File: src/rtl/contour_vertex_extract_if.sv
// contour_vertex_extract_if: vertex stream from the contour vertex extractor.
// master drives valid/x/y, slave drives ready.
interface contour_vertex_extract_if #(
  parameter int X_W = 10,
  parameter int Y_W = 9
);
  logic           vertex_valid;
  logic           vertex_ready;
  logic [X_W-1:0] vertex_x;
  logic [Y_W-1:0] vertex_y;

  modport master (
    output vertex_valid,
    output vertex_x,
    output vertex_y,
    input  vertex_ready
  );

  modport slave (
    input  vertex_valid,
    input  vertex_x,
    input  vertex_y,
    output vertex_ready
  );
endinterface

File: src/rtl/contour_vertex_extract.sv
// contour_vertex_extract: reduces a traced contour point list to polygon vertices.
// Define CONTOUR_BBOX_EN to add bounding-box outputs.
module contour_vertex_extract #(
  parameter int ADDR_W  = 14,
  parameter int X_W     = 10,
  parameter int Y_W     = 9,
  parameter int MIN_RUN = 4
) (
  input  logic                 clk,
  input  logic                 reset,
  input  logic                 start,
  input  logic [ADDR_W-1:0]    num_points,
  output logic [ADDR_W-1:0]    edge_addr,
  output logic                 edge_en,
  input  logic [X_W+Y_W-1:0]   edge_data,
  contour_vertex_extract_if.master vtx,
  output logic [ADDR_W-1:0]    vertex_count,
  output logic                 busy,
  output logic                 done,
  output logic                 gap_err
`ifdef CONTOUR_BBOX_EN
  ,
  output logic [X_W-1:0]       bbox_xmin,
  output logic [X_W-1:0]       bbox_xmax,
  output logic [Y_W-1:0]       bbox_ymin,
  output logic [Y_W-1:0]       bbox_ymax
`endif
);

  typedef enum logic [2:0] {
    S_IDLE,
    S_FETCH,
    S_LATCH,
    S_CLASSIFY,
    S_EMIT,
    S_DONE
  } state_t;

  localparam logic signed [X_W:0] XONE = 1;
  localparam logic signed [Y_W:0] YONE = 1;
  localparam logic [3:0] RUN_MIN = 4'(MIN_RUN);

  state_t state, state_n;

  logic [ADDR_W-1:0] idx, idx_inc, npts;
  logic [X_W-1:0]    cur_x, prev_x, vx;
  logic [Y_W-1:0]    cur_y, prev_y, vy;
  logic [2:0]        dir, dir_new;
  logic [3:0]        run;

  logic signed [X_W:0] dx;
  logic signed [Y_W:0] dy;
  logic dx_n, dx_z, dx_p, dy_n, dy_z, dy_p;
  logic first, last, dup, gap, same, turn, emit;

  assign idx_inc = idx + 1'b1;
  assign last    = (idx_inc == npts);
  assign first   = (idx == '0);

  assign dx = $signed({1'b0, cur_x}) - $signed({1'b0, prev_x});
  assign dy = $signed({1'b0, cur_y}) - $signed({1'b0, prev_y});

  assign dx_n = dx < 0;
  assign dx_p = dx > 0;
  assign dx_z = !dx_n && !dx_p;
  assign dy_n = dy < 0;
  assign dy_p = dy > 0;
  assign dy_z = !dy_n && !dy_p;

  always_comb begin
    dir_new = 3'd0;
    unique case (1'b1)
      dy_n && dx_z: dir_new = 3'd0;
      dy_n && dx_p: dir_new = 3'd1;
      dy_z && dx_p: dir_new = 3'd2;
      dy_p && dx_p: dir_new = 3'd3;
      dy_p && dx_z: dir_new = 3'd4;
      dy_p && dx_n: dir_new = 3'd5;
      dy_z && dx_n: dir_new = 3'd6;
      dy_n && dx_n: dir_new = 3'd7;
      default:      dir_new = 3'd0;
    endcase
  end

  // run == 0 after point 0 or a gap, so any step then starts a fresh run
  assign dup  = !first && dx_z && dy_z;
  assign gap  = !first && (dx > XONE || dx < -XONE ||
                           dy > YONE || dy < -YONE);
  assign same = (dir_new == dir);
  assign turn = !first && !dup && !gap && !same && (run >= RUN_MIN);
  assign emit = first || gap || turn;

  always_ff @(posedge clk) begin
    if (reset) state <= S_IDLE;
    else       state <= state_n;
  end

  always_comb begin
    state_n = state;
    unique case (state)
      S_IDLE:
        if (start) state_n = (num_points == '0) ? S_DONE : S_FETCH;
      S_FETCH: state_n = S_LATCH;
      S_LATCH: state_n = S_CLASSIFY;
      S_CLASSIFY:
        if (emit)      state_n = S_EMIT;
        else if (last) state_n = S_DONE;
        else           state_n = S_FETCH;
      S_EMIT:
        if (vtx.vertex_ready) state_n = last ? S_DONE : S_FETCH;
      S_DONE:  state_n = S_IDLE;
      default: state_n = S_IDLE;
    endcase
  end

  always_ff @(posedge clk) begin
    if (reset) begin
      idx          <= '0;
      npts         <= '0;
      cur_x        <= '0;
      cur_y        <= '0;
      prev_x       <= '0;
      prev_y       <= '0;
      dir          <= '0;
      run          <= '0;
      vx           <= '0;
      vy           <= '0;
      vertex_count <= '0;
      gap_err      <= 1'b0;
    end else begin
      unique case (state)
        S_IDLE:
          if (start) begin
            idx          <= '0;
            npts         <= num_points;
            vertex_count <= '0;
            gap_err      <= 1'b0;
            dir          <= '0;
            run          <= '0;
          end
        S_LATCH: begin
          cur_x <= edge_data[X_W+Y_W-1:Y_W];
          cur_y <= edge_data[Y_W-1:0];
        end
        S_CLASSIFY: begin
          if (!dup) begin
            prev_x <= cur_x;
            prev_y <= cur_y;
          end
          if (first || gap) begin
            run <= '0;
            vx  <= cur_x;
            vy  <= cur_y;
          end else if (!dup && same) begin
            run <= (run == 4'd15) ? run : run + 4'd1;
          end else if (!dup) begin
            dir <= dir_new;
            run <= 4'd1;
            if (turn) begin
              vx <= prev_x;
              vy <= prev_y;
            end
          end
          if (gap) gap_err <= 1'b1;
          if (!emit && !last) idx <= idx_inc;
        end
        S_EMIT:
          if (vtx.vertex_ready) begin
            vertex_count <= vertex_count + 1'b1;
            if (!last) idx <= idx_inc;
          end
        default: ;
      endcase
    end
  end

`ifdef CONTOUR_BBOX_EN
  always_ff @(posedge clk) begin
    if (reset) begin
      bbox_xmin <= '0;
      bbox_xmax <= '0;
      bbox_ymin <= '0;
      bbox_ymax <= '0;
    end else if (state == S_CLASSIFY && first) begin
      bbox_xmin <= cur_x;
      bbox_xmax <= cur_x;
      bbox_ymin <= cur_y;
      bbox_ymax <= cur_y;
    end else if (state == S_CLASSIFY && !dup) begin
      if (cur_x < bbox_xmin) bbox_xmin <= cur_x;
      if (cur_x > bbox_xmax) bbox_xmax <= cur_x;
      if (cur_y < bbox_ymin) bbox_ymin <= cur_y;
      if (cur_y > bbox_ymax) bbox_ymax <= cur_y;
    end
  end
`endif

  assign busy      = (state != S_IDLE);
  assign done      = (state == S_DONE);
  assign edge_en   = (state == S_FETCH);
  assign edge_addr = edge_en ? idx : '0;

  assign vtx.vertex_valid = (state == S_EMIT);
  assign vtx.vertex_x     = vx;
  assign vtx.vertex_y     = vy;

endmodule
File: src/flat_wrapper.sv
// flat-port wrapper written by rule: the top's interface ports become plain ports
module contour_vertex_extract_flat 
#(
  parameter int ADDR_W  = 14,
  parameter int X_W     = 10,
  parameter int Y_W     = 9,
  parameter int MIN_RUN = 4
)
  (clk, reset, start, num_points, edge_addr, edge_en, edge_data, vertex_count, busy, done, gap_err, vtx_vertex_valid, vtx_vertex_x, vtx_vertex_y, vtx_vertex_ready);
  contour_vertex_extract_if #(.X_W(X_W), .Y_W(Y_W)) vtx_i ();
  input  logic clk;
  input  logic reset;
  input  logic start;
  input  logic [ADDR_W-1:0] num_points;
  output logic [ADDR_W-1:0] edge_addr;
  output logic edge_en;
  input  logic [X_W+Y_W-1:0] edge_data;
  output logic [ADDR_W-1:0] vertex_count;
  output logic busy;
  output logic done;
  output logic gap_err;
  output wire logic [$bits(vtx_i.vertex_valid)-1:0] vtx_vertex_valid;
  output wire logic [$bits(vtx_i.vertex_x)-1:0] vtx_vertex_x;
  output wire logic [$bits(vtx_i.vertex_y)-1:0] vtx_vertex_y;
  input wire logic [$bits(vtx_i.vertex_ready)-1:0] vtx_vertex_ready;
  assign vtx_vertex_valid = vtx_i.vertex_valid;
  assign vtx_vertex_x = vtx_i.vertex_x;
  assign vtx_vertex_y = vtx_i.vertex_y;
  assign vtx_i.vertex_ready = vtx_vertex_ready;
  contour_vertex_extract #(.ADDR_W(ADDR_W), .X_W(X_W), .Y_W(Y_W), .MIN_RUN(MIN_RUN)) u_core (.clk(clk), .reset(reset), .start(start), .num_points(num_points), .edge_addr(edge_addr), .edge_en(edge_en), .edge_data(edge_data), .vtx(vtx_i), .vertex_count(vertex_count), .busy(busy), .done(done), .gap_err(gap_err));
endmodule
File: config.mk
export PLATFORM = sky130hd
export DESIGN_NAME = contour_vertex_extract_flat
export DESIGN_NICKNAME = d
export VERILOG_FILES = /design/src/rtl/contour_vertex_extract_if.sv /design/src/rtl/contour_vertex_extract.sv /design/src/flat_wrapper.sv
export SDC_FILE = /design/constraint.sdc
export NUM_CORES = 1
export LEC_CHECK = 0
export CAP_MARGIN = 30
export CORE_UTILIZATION = 45
export DETAILED_ROUTE_END_ITERATION = 6
export PLACE_DENSITY = 0.69
export SLEW_MARGIN = 20
export SYNTH_ARGS = -nofsm -noshare
export SYNTH_HDL_FRONTEND = slang
export SYNTH_SLANG_ARGS = --single-unit
export TNS_END_PERCENT = 50
File: constraint.sdc
create_clock -name clk -period 6.9 [get_ports clk]
set_clock_uncertainty 0.05 [all_clocks]
set_input_delay 1.38 -clock clk [delete_from_list [all_inputs] [get_ports clk]]
set_output_delay 1.38 -clock clk [all_outputs]
set_load 0.02 [all_outputs]
# == Word level (Yosys, flattened, before mapping) ==
# Cells that the tools add are included.
# W data, S select, Z words.
# op_classes
addsub,5
magnitude_cmp,9
eq_ne,20
n_mux,37
bitwise_logic,1
n_reduce_logical,50
# op_table
cell,count
$mux W14,6
$pmux W14 S3,1
$mux W10,4
$mux W9,4
$add A14 B1 Y14 const B,2
$logic_not A14 Y1,2
$pmux W14 S2,1
$mux W3,9
$lt A11 B1 Y1 const B,2
$pmux W3 S7,1
$lt A10 B1 Y1 const B,2
$mux W4,5
$logic_and A1 B1 Y1,18
$pmux W3 S5,1
$eq A14 B14 Y1,1
$ne A2 B2 Y1 const B,6
$gt A11 B1 Y1 const B,1
$gt A11 B2 Y1 const B,1
$sub A10 B10 Y11,1
$gt A10 B1 Y1 const B,1
$gt A10 B2 Y1 const B,1
$logic_not A1 Y1,10
$reduce_and A5 Y1,2
$sub A9 B9 Y10,1
22 further kinds,39
# totals
regBits,110
in_bits,37
output_inout_bits,52

# == Depth between registers and ports, before layout ==
# logic_depth
word_depth,16
mapped_depth,17
depth_no_buf,15

# == Least setup slack after synthesis ==
# No wires, ideal clock.
# synth_timing
kind,register to register
start,register u_core.cur_x[0]
end,register u_core.idx[0]
setup_ps,123
t_arrival_ps,3589
slack_ps,3138
path_stages_with_launch,17
n_path_buf,1
period_less_slack_ps,3762
path_cell_list,dfxtp_1 > inv_1 > ha_1 > inv_1 > fa_1 > a211oi_2 > o21ai_2 > a221oi_4 > o211ai_1 > or4_1 > o31ai_1 > a31oi_1 > a21oi_2 > nand2_2 > or2_1 > buf_2 > mux2_1
# synth_between
elab_chain_cells,16
word_cells_on_any_way,36
# synth_rtl
item,line_no,text
"start, declared",contour_vertex_extract.sv:46,"logic [X_W-1:0] cur_x, prev_x, vx;"
"start signal, assigned",contour_vertex_extract.sv:142,cur_x <= edge_data[X_W+Y_W-1:Y_W];
$sub A10 B10 Y11 (*),contour_vertex_extract.sv:60,"assign dx = $signed({1'b0, cur_x}) - $signed({1'b0, prev_x});"
branches (longest 10 deep; another with $lt A11 B1 Y1),-,
$logic_or A1 B1 Y1 (*),contour_vertex_extract.sv:91,assign emit = first || gap || turn;
$logic_not A1 Y1 (*),contour_vertex_extract.sv:165,if (!emit && !last) idx <= idx_inc;
$logic_and A1 B1 Y1 (*),contour_vertex_extract.sv:165,
$ne A2 B1 Y1 (no line) (*),-,
$reduce_and A5 Y1 (no line) (*),-,
"end signal, assigned",contour_vertex_extract.sv:165,
"end signal, assigned",contour_vertex_extract.sv:170,if (!last) idx <= idx_inc;
"end, declared",contour_vertex_extract.sv:45,"logic [ADDR_W-1:0] idx, idx_inc, npts;"
# Every way passes the cells marked *.
# A chain may end at the register's enable or synchronous reset.

# == Worst setup path in the final report ==
# Ends and elaborated chain as after synthesis.

==> impl_metrics.tcl <==
set metrics [dict create \
    required_ns 7.09 \
    pwr-share-comb_pct 30.9 \
    antenna_found_initial 0 \
    track_usage_pct 22.3 \
    cts.sinks 110 \
    ys.warnings.count 0 \
    end_kind "flop" \
    finalNonFillerCells 1039 \
    ys_types 78 \
    core_mm2 0.0139 \
    slew_headroom_pct 54.2 \
    nets 917 \
    postCtsHoldBufs 0 \
    cts_resized 0 \
    grt_max_degree 64 \
    die-area_mm2 0.0148 \
    overflow 0 \
    switching_share_pct 34.0 \
    peakVddDrop_uv 196 \
    ys_top_cells_by_area "dfxtp_1, mux2i_1, nand2_1" \
    dp_hpwl_mm 11.5 \
    wl_per_cell_um 15.3 \
    p_switching_uw 601 \
    cts_htree_levels 3 \
    rsz0062_at_grt "no" \
    cts_buffer_depth 2 \
    timing.final.ws_setup_ns 2.26 \
    synthArstFlopShare_pct 0 \
    yosys_most_used_dff "dfxtp_1" \
    hold_viol 0 \
    synth_commonest_cells "dfxtp_1, nand2_1, nor2_1" \
    firstDrtPassIters 6 \
    n_antenna_cell 0 \
    synth_top_cell_area_share_pct 34.1 \
    worst_pin_slew_ns 0.684 \
    synthesis.area_mm2 0.00645 \
    initial_core_util_pct 46.3 \
    setup-violations-final 0 \
    grt_pass1_wl_mm 26.7 \
    postCtsSetupRepairBufs 0 \
    yosys.area.top_type "dfxtp_1" \
    clock_latency_ns 0.36 \
    cp_max_fo 26 \
    synth_edf_count 0 \
    yosysMostFrequentCell "dfxtp_1" \
    worstRegToRegCells 15 \
    synth-seq-cells 110 \
    power.density_mw_per_mm2 228 \
    crit_type "reg -> reg" \
    r2r_end "u_core.idx[0]$_SDFFE_PP0P_" \
    place_congestion 0.945 \
    syn_inst 792 \
    fin_crit_ns 4.64 \
    grt_pass1_vias 5665 \
    cts_tree "done" \
    worstHoldStart "u_core.gap_err$_SDFFE_PP0P_" \
    p_int_uw 1170 \
    startpoint_type "flop" \
    min_delay_path_depth 2 \
    p_leak_uw 0.00283 \
    drive_gt1_share_pct 5.59 \
    numCtsBuffers 9 \
    clock.fmax_mhz 216 \
    period_share_pct 67.2 \
    worst_setup_hold_path_clk_slew_ns 0.07 \
    synth-seq-area-share_pct 34.1 \
    finalPower_uw 1770 \
    placedCellCount 1023 \
    whs_endpoint "u_core.gap_err$_SDFFE_PP0P_" \
    routed_wl_mm 15.9 \
    io-pin-count 89 \
    port_buffers 88 \
    nFillCells 1276 \
    die_h_um 122 \
    die_w_um 122 \
    cts_root_buf "clkbuf_16" \
    worst_ep_arrival_time_ns 4.83 \
    syn2layout_area_growth_pct 20.2 \
    drc_errors 0 \
    preCtsSetupSlack_ns 1.96 \
    outcome "finished, final reports clean" \
    drtIter0Drc 481 \
    pwr-share-seq_pct 39.2 \
    report.final.slew_viol_count 0 \
    hold_class "reg -> reg" \
    finalSetupTns_ns 0 \
    synth_fp_nets 854 \
    antenna_left 0 \
    p_clk_share_pct 30.0 \
    viasPerCell 5.71 \
    worstReg2RegStart "u_core.cur_x[0]$_SDFFE_PP0P_" \
    rrSetupSlack_ns 2.26 \
    row_count 43 \
    max_cap_viol_count 0 \
    vias 5933 \
    syn_avg_cell_area_um2 8.14 \
]
## flip-flops by register name (all words and copies together), names as in the netlist
name and flops:
u_core.idx 14, u_core.npts 14, u_core.vertex_count 14, u_core.cur_x 10, u_core.prev_x 10, u_core.vtx.vertex_x 10
u_core.cur_y 9, u_core.prev_y 9, u_core.vtx.vertex_y 9, u_core.run 4, u_core.dir 3, u_core.state 3
u_core.gap_err 1
## layout make-up
class / count / area (um^2) / share of cell area (%)
clock buffer: 9 / 225 / 2.91
clock inverter: 6 / 68.8 / 0.888
inverter: 37 / 139 / 1.79
multi-input combinational: 602 / 3940 / 50.9
sequential: 110 / 2200 / 28.4
tap: 180 / 225 / 2.91
timing repair buffer: 95 / 948 / 12.2
## stage by stage
step | hold slack, ns | util, % | area, um^2
after global routing | 0.434 | 55.6 | 7750
after CTS | 0.423 | 55.4 | 7720
final | 0.416 | 55.6 | 7750
after global placement | 0.390 | 53.3 | 7430
after floorplan | 0.398 | - | 6450
after detailed placement | 0.413 | 53.3 | 7430
## how the worst max path moves through the flow
| stage | startpoint | endpoint | slack, ns | depth (start not counted) |
|---|---|---|---|---|
| after floorplan | u_core.cur_x[0]$_SDFFE_PP0P_ | u_core.idx[0]$_SDFFE_PP0P_ | 3.14 | 16 |
| after global placement | u_core.cur_x[0]$_SDFFE_PP0P_ | u_core.idx[0]$_SDFFE_PP0P_ | 2.12 | 15 |
| after detailed placement | u_core.cur_x[0]$_SDFFE_PP0P_ | u_core.idx[0]$_SDFFE_PP0P_ | 1.96 | 15 |
| after CTS | u_core.cur_x[0]$_SDFFE_PP0P_ | u_core.idx[0]$_SDFFE_PP0P_ | 1.94 | 15 |
| after global routing | u_core.prev_x[0]$_SDFFE_PP0P_ | u_core.idx[0]$_SDFFE_PP0P_ | 1.94 | 14 |
| final | u_core.cur_x[0]$_SDFFE_PP0P_ | u_core.idx[0]$_SDFFE_PP0P_ | 2.26 | 15 |
## critical path: stages (launching register included)
cell	delay (ns)
dfxtp_1	0.33
inv_1	0.06
ha_1	0.16
inv_1	0.06
fa_1	0.40
a211oi_2	0.33
o211ai_1	0.18
a21o_1	0.19
a221oi_1	0.43
nand4_1	0.20
o31ai_1	0.40
o22ai_1	0.20
o21ai_1	0.19
nand2_2	0.34
or2_1	0.57
mux2_1	0.40
## power groups by stage
stage | logic (uW) | clock network (uW) | registers [uW]
after floorplan | 396 | 0 | 706
after global placement | 523 | 0 | 706
after detailed placement | 536 | 0 | 707
after CTS | 539 | 540 | 692
after global routing | 604 | 562 | 698
final | 545 | 530 | 692
## placed cells by master, fill, tap and decap left out, types with 7 or more instances in the layout
cell type and n:
nor4_1 7, o311ai_0 8, or3_1 10, and3_1 8, nand4_1 14, ha_1 23
nand2_1 95, o21a_1 7, a21oi_1 48, and2_1 18, xnor2_1 23, dfxtp_1 110
inv_1 36, mux2i_1 38, xor2_1 22, clkdlybuf4s50_1 87, o21ai_1 9, o21ai_0 16
nor2_1 83, nand3_1 21, or4_1 7, clkbuf_16 9, nor3_1 19, a211oi_1 21
o211ai_1 11
## metal layers
layer  global-route usage (%)  up-vias  wire length, um
met5                        0        -                0
met2                     39.4      147             7700
li1                         -     2954                -
met3                     3.84       21              628
met4                     6.17        0              211
met1                     27.6     2811             7360
## logic make-up after synthesis
kind of cell	count (synthesis)	synth area share, %
AND/OR/NAND/NOR	316	23.9
AO/OA/AOI/OAI	176	19.7
flip-flops	110	34.1
buffers and inverters	80	4.89
XOR/XNOR	45	6.11
multiplexers	40	6.25
adder cells (fa/ha/maj)	25	5.08
Power figures use the tool's default switching activity.
